**config.mk**
```make
export PLATFORM = sky130hd
export DESIGN_NAME = mem_copy_initiator
export DESIGN_NICKNAME = d
export VERILOG_FILES = /design/src/rtl/mem_copy_pkg.sv /design/src/rtl/mem_copy_watchdog.sv /design/src/rtl/mem_copy_initiator.sv
export SDC_FILE = /design/constraint.sdc
export NUM_CORES = 1
export LEC_CHECK = 0
export ABC_AREA = 1
export ABC_CLOCK_PERIOD_IN_PS = 1500
export CORE_ASPECT_RATIO = 0.9
export CORE_MARGIN = 2
export CORE_UTILIZATION = 44
export DETAILED_ROUTE_END_ITERATION = 8
export PLACE_DENSITY = 0.73
export SLEW_MARGIN = 15
export SYNTH_ARGS = -nofsm -noshare
export SYNTH_HDL_FRONTEND = slang
export SYNTH_SLANG_ARGS = --single-unit
```
**constraint.sdc**
```tcl
create_clock -name clock -period 1.5 [get_ports clock]
set_input_delay 0.15 -clock clock [delete_from_list [all_inputs] [get_ports clock]]
set_output_delay 0.15 -clock clock [all_outputs]
set_load 0.02 [all_outputs]
```
**src/rtl/mem_copy_pkg.sv**
```systemverilog
// rtl/mem_copy_pkg.sv - shared FSM state type and access-size constant for the memory copy initiator
// The ERR state exists only when MEM_COPY_INITIATOR_TIMEOUT_EN is defined.
package mem_copy_pkg;

   localparam int MEM_BYTE_SIZE = 8;

   typedef enum logic [2:0] {
      IDLE,
      RD,
      WR,
      DONE
`ifdef MEM_COPY_INITIATOR_TIMEOUT_EN
      , ERR
`endif
   } state_e;

endpackage

```
**src/rtl/mem_copy_watchdog.sv**
```systemverilog
// rtl/mem_copy_watchdog.sv - per-access wait counter, used only when MEM_COPY_INITIATOR_TIMEOUT_EN is defined
// expired_o fires in the cycle that would be the TIMEOUT_CYCLES-th consecutive unacknowledged cycle.
module mem_copy_watchdog #(
   parameter int TIMEOUT_CYCLES = 1024
) (
   input  logic clock,
   input  logic reset,
   input  logic active_i,
   input  logic ack_i,
   output logic expired_o
);
   localparam int CNT_W = $clog2(TIMEOUT_CYCLES + 1);

   logic [CNT_W-1:0] cnt_q, cnt_d;

   assign expired_o = active_i && !ack_i && (cnt_q == CNT_W'(TIMEOUT_CYCLES - 1));

   always_comb begin
      cnt_d = '0;
      if (active_i && !ack_i) begin
         cnt_d = cnt_q + 1'b1;
      end
   end

   always_ff @(posedge clock or negedge reset) begin
      if (!reset) begin
         cnt_q <= '0;
      end else begin
         cnt_q <= cnt_d;
      end
   end

endmodule

```
**src/rtl/mem_copy_initiator.sv**
```systemverilog
// rtl/mem_copy_initiator.sv - byte-at-a-time memory copy master (read, then write, per byte)
// Optional MEM_COPY_INITIATOR_TIMEOUT_EN bounds each access and reports error_port.
module mem_copy_initiator
   import mem_copy_pkg::*;
#(
   parameter int ADDR_W         = 7,
   parameter int LEN_W          = 8,
   parameter int TIMEOUT_CYCLES = 1024
) (
   input  logic              clock,
   input  logic              reset,
   input  logic              start_port,
   input  logic [ADDR_W-1:0] src_addr,
   input  logic [ADDR_W-1:0] dst_addr,
   input  logic [LEN_W-1:0]  length,
   output logic              done_port,
`ifdef MEM_COPY_INITIATOR_TIMEOUT_EN
   output logic              error_port,
`endif
   output logic              Mout_oe_ram,
   output logic              Mout_we_ram,
   output logic [ADDR_W-1:0] Mout_addr_ram,
   output logic [7:0]        Mout_Wdata_ram,
   output logic [3:0]        Mout_data_ram_size,
   input  logic [7:0]        M_Rdata_ram,
   input  logic              M_DataRdy
);

   state_e            state_q, state_d;
   logic [ADDR_W-1:0] src_q, src_d;
   logic [ADDR_W-1:0] dst_q, dst_d;
   logic [LEN_W-1:0]  rem_q, rem_d;
   logic [7:0]        data_q, data_d;

`ifdef MEM_COPY_INITIATOR_TIMEOUT_EN
   logic in_access;
   logic timeout_hit;

   assign in_access = (state_q == RD) || (state_q == WR);

   mem_copy_watchdog #(
      .TIMEOUT_CYCLES(TIMEOUT_CYCLES)
   ) u_watchdog (
      .clock    (clock),
      .reset    (reset),
      .active_i (in_access),
      .ack_i    (M_DataRdy),
      .expired_o(timeout_hit)
   );
`else
   // Waits are unbounded in this build; TIMEOUT_CYCLES only feeds the watchdog build.
   if (TIMEOUT_CYCLES > 0) begin : g_unbounded_wait
   end
`endif

   always_comb begin
      state_d            = state_q;
      src_d              = src_q;
      dst_d              = dst_q;
      rem_d              = rem_q;
      data_d             = data_q;
      done_port          = 1'b0;
`ifdef MEM_COPY_INITIATOR_TIMEOUT_EN
      error_port         = 1'b0;
`endif
      Mout_oe_ram        = 1'b0;
      Mout_we_ram        = 1'b0;
      Mout_addr_ram      = '0;
      Mout_Wdata_ram     = '0;
      Mout_data_ram_size = '0;

      case (state_q)
         IDLE: begin
            if (start_port) begin
               src_d   = src_addr;
               dst_d   = dst_addr;
               rem_d   = length;
               state_d = (length != '0) ? RD : DONE;
            end
         end
         RD: begin
            Mout_oe_ram        = 1'b1;
            Mout_addr_ram      = src_q;
            Mout_data_ram_size = 4'(MEM_BYTE_SIZE);
`ifdef MEM_COPY_INITIATOR_TIMEOUT_EN
            if (timeout_hit) state_d = ERR;
            else
`endif
            if (M_DataRdy) begin
               data_d  = M_Rdata_ram;
               state_d = WR;
            end
         end
         WR: begin
            Mout_we_ram        = 1'b1;
            Mout_addr_ram      = dst_q;
            Mout_Wdata_ram     = data_q;
            Mout_data_ram_size = 4'(MEM_BYTE_SIZE);
`ifdef MEM_COPY_INITIATOR_TIMEOUT_EN
            if (timeout_hit) state_d = ERR;
            else
`endif
            if (M_DataRdy) begin
               // Addresses wrap at 2^ADDR_W by natural overflow.
               src_d   = src_q + 1'b1;
               dst_d   = dst_q + 1'b1;
               rem_d   = rem_q - 1'b1;
               state_d = (rem_q != LEN_W'(1)) ? RD : DONE;
            end
         end
         DONE: begin
            done_port = 1'b1;
            state_d   = IDLE;
         end
`ifdef MEM_COPY_INITIATOR_TIMEOUT_EN
         ERR: begin
            done_port  = 1'b1;
            error_port = 1'b1;
            state_d    = IDLE;
         end
`endif
         default: state_d = IDLE;
      endcase
   end

   always_ff @(posedge clock or negedge reset) begin
      if (!reset) begin
         state_q <= IDLE;
         src_q   <= '0;
         dst_q   <= '0;
         rem_q   <= '0;
         data_q  <= '0;
      end else begin
         state_q <= state_d;
         src_q   <= src_d;
         dst_q   <= dst_d;
         rem_q   <= rem_d;
         data_q  <= data_d;
      end
   end

endmodule
```
# Word-level counts from Yosys, hierarchy flattened
# Cells that the tools add are included.
[op_classes] n_eq_ne=7 mux=21 n_reduce_logical=7 addsub=3
[op_table] operator="$pmux 7 s2" n=3
[op_table] operator="$mux 7" n=4
[op_table] operator="$mux 8" n=3
[op_table] operator="$pmux 8 s2" n=1
[op_table] operator="$add 7x1->7 const B" n=2
[op_table] operator="$mux 3" n=3
[op_table] operator="$pmux 3 s3" n=1
[op_table] operator="$ne 8x1->1 const B" n=1
[op_table] operator="$reduce_bool 8->1" n=1
[op_table] operator="$sub 8x1->8 const B" n=1
[op_table] operator="$eq 3x2->1 const B" n=2
[op_table] operator="$ne 2x2->1 const B" n=3
[op_table] operator="$reduce_and 3->1" n=2
[op_table] operator="$mux 2" n=2
[op_table] operator="$mux 4" n=1
[op_table] operator="$eq 3x1->1 const B" n=1
[op_table] operator="$logic_not 3->1" n=1
[op_table] operator="$mux 1" n=3
[op_table] operator="$reduce_and 2->1" n=1
[op_table] operator="$reduce_bool 2->1" n=1
[op_table] operator="$reduce_or 2->1" n=1
[word_totals] elab_cells=43 ff_bits=33 input_bits=34 output_inout_bits=22

# Depth between registers and ports, before layout
# Gate-level depths: netlist of the first run.
[logic_depth] ltp_word=4 depth_mapped=10 ltp_nobuf=9

# Worst setup path before layout of the first run
# No wires, ideal clock.
[synth_path] path_kind="register to output" from="reg state_q[0]" to="out Mout_addr_ram[1]" path_buffers=2 stages_incl_launch_ff=7 arrival_ns=1.691 slack_ns=-0.341 required_time_ns=1.350 path_cell_list="dfrtp_1 inv_1 ha_1 buf_2 buf_2 nand2_1 a21oi_1"
[synth_via] elab_chain_cells=2 word_cells_on_any_way=3 cone_classes="eq/ne (2); mux (1)"
[synth_lines] item="start: declaration" line_no="mem_copy_initiator.sv:29" rtl="state_e state_q, state_d;"
[synth_lines] item="start signal: assignment" line_no="mem_copy_initiator.sv:134" rtl="state_q <= state_d;"
[synth_lines] item="$eq 3x2->1 or $eq 3x1->1 (tied branches)" line_no="mem_copy_initiator.sv:72" rtl="case (state_q)"
[synth_lines] item="$pmux 7 s2 (*)" line_no="mem_copy_initiator.sv:72"
[synth_lines] item="end: declaration" line_no="mem_copy_initiator.sv:22" rtl="output logic [ADDR_W-1:0] Mout_addr_ram,"
# Every way passes the cells marked *; elsewhere a longest branch is shown, timed or not.

# Worst setup path after layout of the first run
[layout_path] from="reg state_q[1]" to="reg src_q[1]"
[layout_via] elab_chain_cells=3 word_cells_on_any_way=7 cone_classes="eq/ne (3); mux (1); reduce/logical (3)"
[layout_lines] item="$eq 3x2->1 or $logic_not 3->1 (tied branches)" line_no="mem_copy_initiator.sv:72"
[layout_lines] item="$ne 2x2->1 (no line) or $reduce_bool 2->1 (tied branches)"
[layout_lines] item="$reduce_and 3->1 (no line)"
[layout_lines] item="end signal: assignment" line_no="mem_copy_initiator.sv:135" rtl="src_q <= src_d;"
[layout_lines] item="end: declaration" line_no="mem_copy_initiator.sv:30" rtl="logic [ADDR_W-1:0] src_q, src_d;"
# Several ways; a longest one is shown, not always the timed one.
# A chain may end at the register's enable or synchronous reset.

==> results of run 1 <==
==> worst paths after layout <==
| kind | from | endpoint | slack (ps) | cells after the start |
|---|---|---|---|---|
| min in group clock | dst_addr[1] | dst_q[1]$_DFFE_PN0P_ | 460 | 3 |
| max in group asynchronous | reset | dst_q[0]$_DFFE_PN0P_ | 910 | 2 |
| worst min-delay path | reset | rem_q[2]$_DFFE_PN0P_ | 270 | 2 |
| worst max register to register | state_q[1]$_DFFE_PN0P_ | src_q[1]$_DFFE_PN0P_ | -240 | 10 |
| worst max-delay path | state_q[1]$_DFFE_PN0P_ | src_q[1]$_DFFE_PN0P_ | -240 | 10 |
| worst min register to register | dst_q[6]$_DFFE_PN0P_ | dst_q[6]$_DFFE_PN0P_ | 530 | 2 |
==> registers in the layout (all words and copies together), names as in the netlist <==
| name | cells |
|---|---|
| state_q | 2 |
| dst_q | 7 |
| rem_q | 8 |
| data_q | 8 |
| src_q | 7 |
==> synthesized netlist by cell type, drive strengths merged <==
| cell type | number |
|---|---|
| mux2 | 8 |
| dfrtp | 32 |
| o31ai | 1 |
| nand3 | 13 |
| nand3b | 1 |
| nand2 | 105 |
| o211ai | 1 |
| nor2 | 31 |
| xnor2 | 1 |
| nand4 | 4 |
| conb | 1 |
| ha | 8 |
| inv | 37 |
| a31oi | 2 |
| o21ai | 27 |
| o22ai | 2 |
| a22oi | 2 |
| a21oi | 13 |
| buf | 13 |
==> worst max-delay path, cell delays in order, from the launching register on <==
cell	delay, ps
dfrtp_1	410
buf_6	130
ha_4	180
buf_12	150
nand2_8	70
nand2_4	50
nor2_4	190
buf_12	160
buf_12	130
nor2_4	30
a31oi_1	150
==> per-stage QoR <==
stage	util	instances	hold slack [ps]
6_report	0.808	457	266
5_1_grt	0.808	457	326
4_1_cts	0.689	445	288
3_5_place_dp	0.637	430	493
3_3_place_gp	0.637	430	488
2_1_floorplan	-	304	-146
==> power groups by stage <==
stage               clock [W]  sequential (W)  combinational, W
floorplan                   0         0.00161           0.00242
global route         0.000981         0.00179           0.00633
detailed placement          0         0.00163           0.00386
CTS                  0.000923         0.00162           0.00435
finish               0.000929         0.00175           0.00597
global placement            0         0.00162           0.00378
==> cell type report <==
cell class              instances  area, um^2
clock buffers                   7        96.3
clock inverters                 1        30.0
fillers                       276         872
inverters                      37         155
multi-input cells             223        1510
flip-flops and latches         32         801
well taps                      62        77.6
repair buffers                 95        1000
==> placed cells by master (no fill, tap or decap), types with 4 or more instances in the layout <==
| cell | instances |
|---|---|
| nand2_1 | 73 |
| clkdlybuf4s50_1 | 33 |
| dfrtp_1 | 32 |
| buf_6 | 29 |
| inv_1 | 25 |
| buf_4 | 25 |
| nor2_1 | 22 |
| nand2_2 | 19 |
| o21ai_0 | 12 |
| nand3_1 | 12 |
| nand2_4 | 11 |
| o21ai_1 | 11 |
| inv_2 | 10 |
| mux2_4 | 8 |
| clkbuf_8 | 7 |
| a21oi_4 | 6 |
| buf_12 | 6 |
| nor2_4 | 5 |
| o21ai_2 | 4 |
| nand4_1 | 4 |
| nor2_2 | 4 |
| a21oi_1 | 4 |
| ha_4 | 4 |
| ha_1 | 4 |
==> layer usage <==
layer,global-route usage,wire [um]
met1,0.301,2940
met2,0.404,3840
met3,0.0599,584
met4,0.0516,260
met5,0,0
==> kinds of logic (layout without fill, tap and decap cells) <==
family / after synthesis / after routing / synth area share
DFF: 32 / 32 / 0.378
buffers and inverters: 50 / 140 / 0.106
xor gates and xnor gates: 1 / 1 / 0.00414
and+or+nand+nor: 154 / 155 / 0.300
other: 1 / 3 / 0.00177
muxes: 8 / 8 / 0.0425
AOI/OAI and AO/OA: 48 / 48 / 0.120
adders and majority gates: 8 / 8 / 0.0473
==> what timing repair did <==
item	CTS	global route
pin swaps	2	14
cloned	1	1
setup endpoints to repair	50	46
setup buffers	6	13
resized for setup	110	139
==> results.cfg, run 1 <==
[run_status]
status = complete, but fails checks
violations = setup timing

[clocking]
tritoncts = done
clockBufferDepth = 2
htreeDepth = 2
cts_buffers = 5
holdBufCountCts = 0
clockRootBuffer = clkbuf_8
clock_latency_ps = 290
cts_sinks = 32
clk_pin_slew_ps = 80

[synth]
synthesis.area_um2 = 2120
synth-seq-cells = 32
synth_area_leaders = dfrtp_1 (38%), nand2_1 (18%), inv_1 (6.4%)
syn_area_per_cell_um2 = 7.01
seq_area_frac_synth = 0.378
synth_top_area_share = 0.378
synth_top_area_cell = dfrtp_1
postSynthCellCount = 302
synth_cell_types = 25
yosys_warnings = 0

[global_routing]
overflow = 0
grt_usage = 0.236
antenna_found_initial = 0
grt_pass1_wl_um = 10200
grt_pass1_vias = 2260
grt_max_degree = 33

[critical_path]
startpoint_type = register
cp.required_ps = 1700
end_kind = register
cp.arrival_ps = 1950
cp_max_fo = 8
critPathKind = reg -> reg

[floorplan]
chipWidth_um = 77.1
die_area_um2 = 5390
num_rows = 23
start_util = 0.466
ioPinCount = 56
core_um2 = 4550
dieHeight_um = 69.8

[power]
ir_drop_v = 0.00137
pwr-share-comb = 0.690
finalPower_w = 0.00865
switching_power_w = 0.00394
p_seq_frac = 0.202
clkPwrFrac = 0.107
p_leak_nw = 1.78
power_density_nw_per_um2 = 2350
p_int_w = 0.00471
p_sw_frac = 0.456

[timing]
setup_ws_ps = -244
rsz0062_at_grt = true
min_period_over_period = 1.16
finalHoldViolations = 0
fin_skew_ps = 16.7
tns_ps = -5870
final_max_slew_viol_count = 0
fmax_ghz = 0.573
setup_viol = 49
fin_crit_ps = 1740

[detailed_routing]
vias = 2474
wl_per_cell_um = 16.7
wl_um = 7620
post-route-drc-count = 0
antenna_left = 0
drt-vias-per-instance = 5.41
drt_first_pass_iters = 5
drt-initial-drc-count = 261

[finish]
antennaDiodeCount = 0
drive_above_1_share = 0.390
final_area_um2 = 3670
area_delta_synth_final_pct = 73.5
nets = 436

[place]
hpwl_um = 3980
place_congestion = 0.849
portBuffers = 52
dp_slack_ps = -420
place_area_um2 = 2900

[min_path]
min_path_type = in -> async

[run]
drv_cap = 0
No activity file was read; power rests on OpenSTA's default activity.
==> run 2: changes to the inputs <==
Settings changed: CORE_UTILIZATION 44 to 35, PLACE_DENSITY 0.73 to 0.6.
==> run 2 against run 1 <==
Effect of this change:
- the flow still finishes with violations (setup timing)
- hold slack got worse by 3.9 ps
- clock skew decreased by 9.7 ps
- global-route usage decreased by 2.5 points
- final cell count increased by 4.6%
- worst setup slack improved by 61 ps
- critical endpoint is now Mout_addr_ram[2]
- utilization decreased by 14 points
- non-clock buffer count increased by 13
- cell area increased by 5.4%
- power decreased by 1.1%
- via count decreased by 2.6%
==> results.cfg, run 2 (synthesized netlist as in run 1, its figures left out) <==
[place]
portBuffers = 52
place_congestion = 0.833
hpwl_um = 4140
dp_slack_ps = -391

[power]
p_leak_nw = 1.87
p_int_w = 0.00461
switching_power_w = 0.00395
ir_drop_v = 0.000919
p_sw_frac = 0.461
power_density_nw_per_um2 = 2210
pwr-share-comb = 0.721
clkPwrFrac = 0.074
p_seq_frac = 0.204

[detailed_routing]
drt_first_pass_iters = 5
wl_um = 7010
post-route-drc-count = 0
drt-vias-per-instance = 5.04
wl_per_cell_um = 14.7
antenna_left = 0
drt-initial-drc-count = 85
vias = 2410

[finish]
postLayoutCoreUtil = 0.673
mostFrequentLayoutCells = nand2_1 (74), buf_4 (35), clkdlybuf4s50_1 (33)
drive_above_1_share = 0.441
antennaDiodeCount = 0
reg.largest.list = data_q: 8 flops, rem_q: 8 flops
final_common_cell = nand2_1
filler_cell_count = 454
nets = 450
area_delta_synth_final_pct = 82.9

[timing]
rsz0062_at_grt = true
min_period_over_period = 1.12
final_max_slew_viol_count = 0
fin_crit_ps = 1680
fin_skew_ps = 7.02
setup_ws_ps = -184
finalHoldViolations = 0
fmax_ghz = 0.594
setup_viol = 39

[clocking]
holdBufCountCts = 0
clk_pin_slew_ps = 70
clockBufferDepth = 2
tritoncts = done
cts_sinks = 32
clockRootBuffer = clkbuf_8
cts_buffers = 5
clock_latency_ps = 290
htreeDepth = 2

[run_status]
violations = setup timing
status = complete, but fails checks

[critical_path]
critPathKind = reg -> out
cp.required_ps = 1350
startpoint_type = register
regToRegSetupSlack_ps = -140
cp.arrival_ps = 1530
end_kind = output pin
r2r_cells = 8
r2r_end = src_q[4]$_DFFE_PN0P_
rr_startpoint = state_q[1]$_DFFE_PN0P_
cp_max_fo = 5

[min_path]
min_path_type = in -> async

[floorplan]
ioPinCount = 56
dieHeight_um = 77.8
die_area_um2 = 6690
chipWidth_um = 86.0
core_um2 = 5760
num_rows = 26
start_util = 0.368

[global_routing]
grt_max_degree = 33
grt_pass1_vias = 2336
grt_usage = 0.211
antenna_found_initial = 0
grtUsageMet2 = 0.359
globalRoute.busiestLayer = met2
overflow = 0
gr-usage-met3 = 0.0394
use_met1 = 0.271
grt_pass1_wl_um = 11000

[run]
drv_cap = 0
-- run 2: worst max path at each step --
stage | start | to | slack (ps)
final | state_q[0]$_DFFE_PN0P_ | Mout_addr_ram[2] | -180
after detailed placement | state_q[0]$_DFFE_PN0P_ | Mout_addr_ram[5] | -390
after global routing | state_q[0]$_DFFE_PN0P_ | Mout_addr_ram[2] | -240
after CTS | state_q[1]$_DFFE_PN0P_ | Mout_Wdata_ram[3] | -230
after global placement | state_q[0]$_DFFE_PN0P_ | Mout_addr_ram[5] | -380
after floorplan | state_q[1]$_DFFE_PN0P_ | Mout_addr_ram[0] | -70
-- run 2: power by group through the flow --
stage	Combinational [W]	Clock [W]	Sequential, W
6_report	0.00618	0.000638	0.00175
2_1_floorplan	0.00242	0	0.00161
4_1_cts	0.00550	0.000657	0.00164
5_1_grt	0.00664	0.000677	0.00180
3_5_place_dp	0.00392	0	0.00163
3_3_place_gp	0.00388	0	0.00162
-- run 2: area by class of cell --
class	instances	area (um^2)	area share
Multi-Input combinational cell	224	1610	0.415
Timing Repair Buffer	108	1150	0.297
Sequential cell	32	801	0.207
Inverter	37	151	0.0391
Tap cell	70	87.6	0.0226
Clock buffer	6	72.6	0.0187
Clock inverter	1	5.00	0.00129
-- run 2: critical path, cell delays in order, from the launching register on --
cell     delay (ps)
dfrtp_1         410
inv_2            90
ha_4            180
buf_6           140
buf_8           110
nand2_4          50
a21oi_4         140
buf_6           130
-- run 2: what timing repair did --
action	4_1_cts	5_1_grt
endpoints found under the setup margin	51	47
gates cloned	6	1
gates resized for setup	175	105
pin swaps	20	23
buffers inserted	23	9
-- run 2: metal layers --
layer	vias up	part of all wire
met5	-	0
met4	0	0.017
met3	13	0.034
met2	57	0.52
met1	1170	0.43
li1	1170	-
-- run 2: per-stage QoR --
stage	instances	total power [W]	hold slack, ps	cell area, um^2	TNS, ps
after floorplan	304	0.00403	-146	2170	-480
after global placement	440	0.00550	487	2930	-8300
after detailed placement	440	0.00554	492	2930	-9310
after CTS	475	0.00780	278	3540	-4140
after global routing	478	0.00912	312	3870	-6460
final	478	0.00856	262	3870	-4190
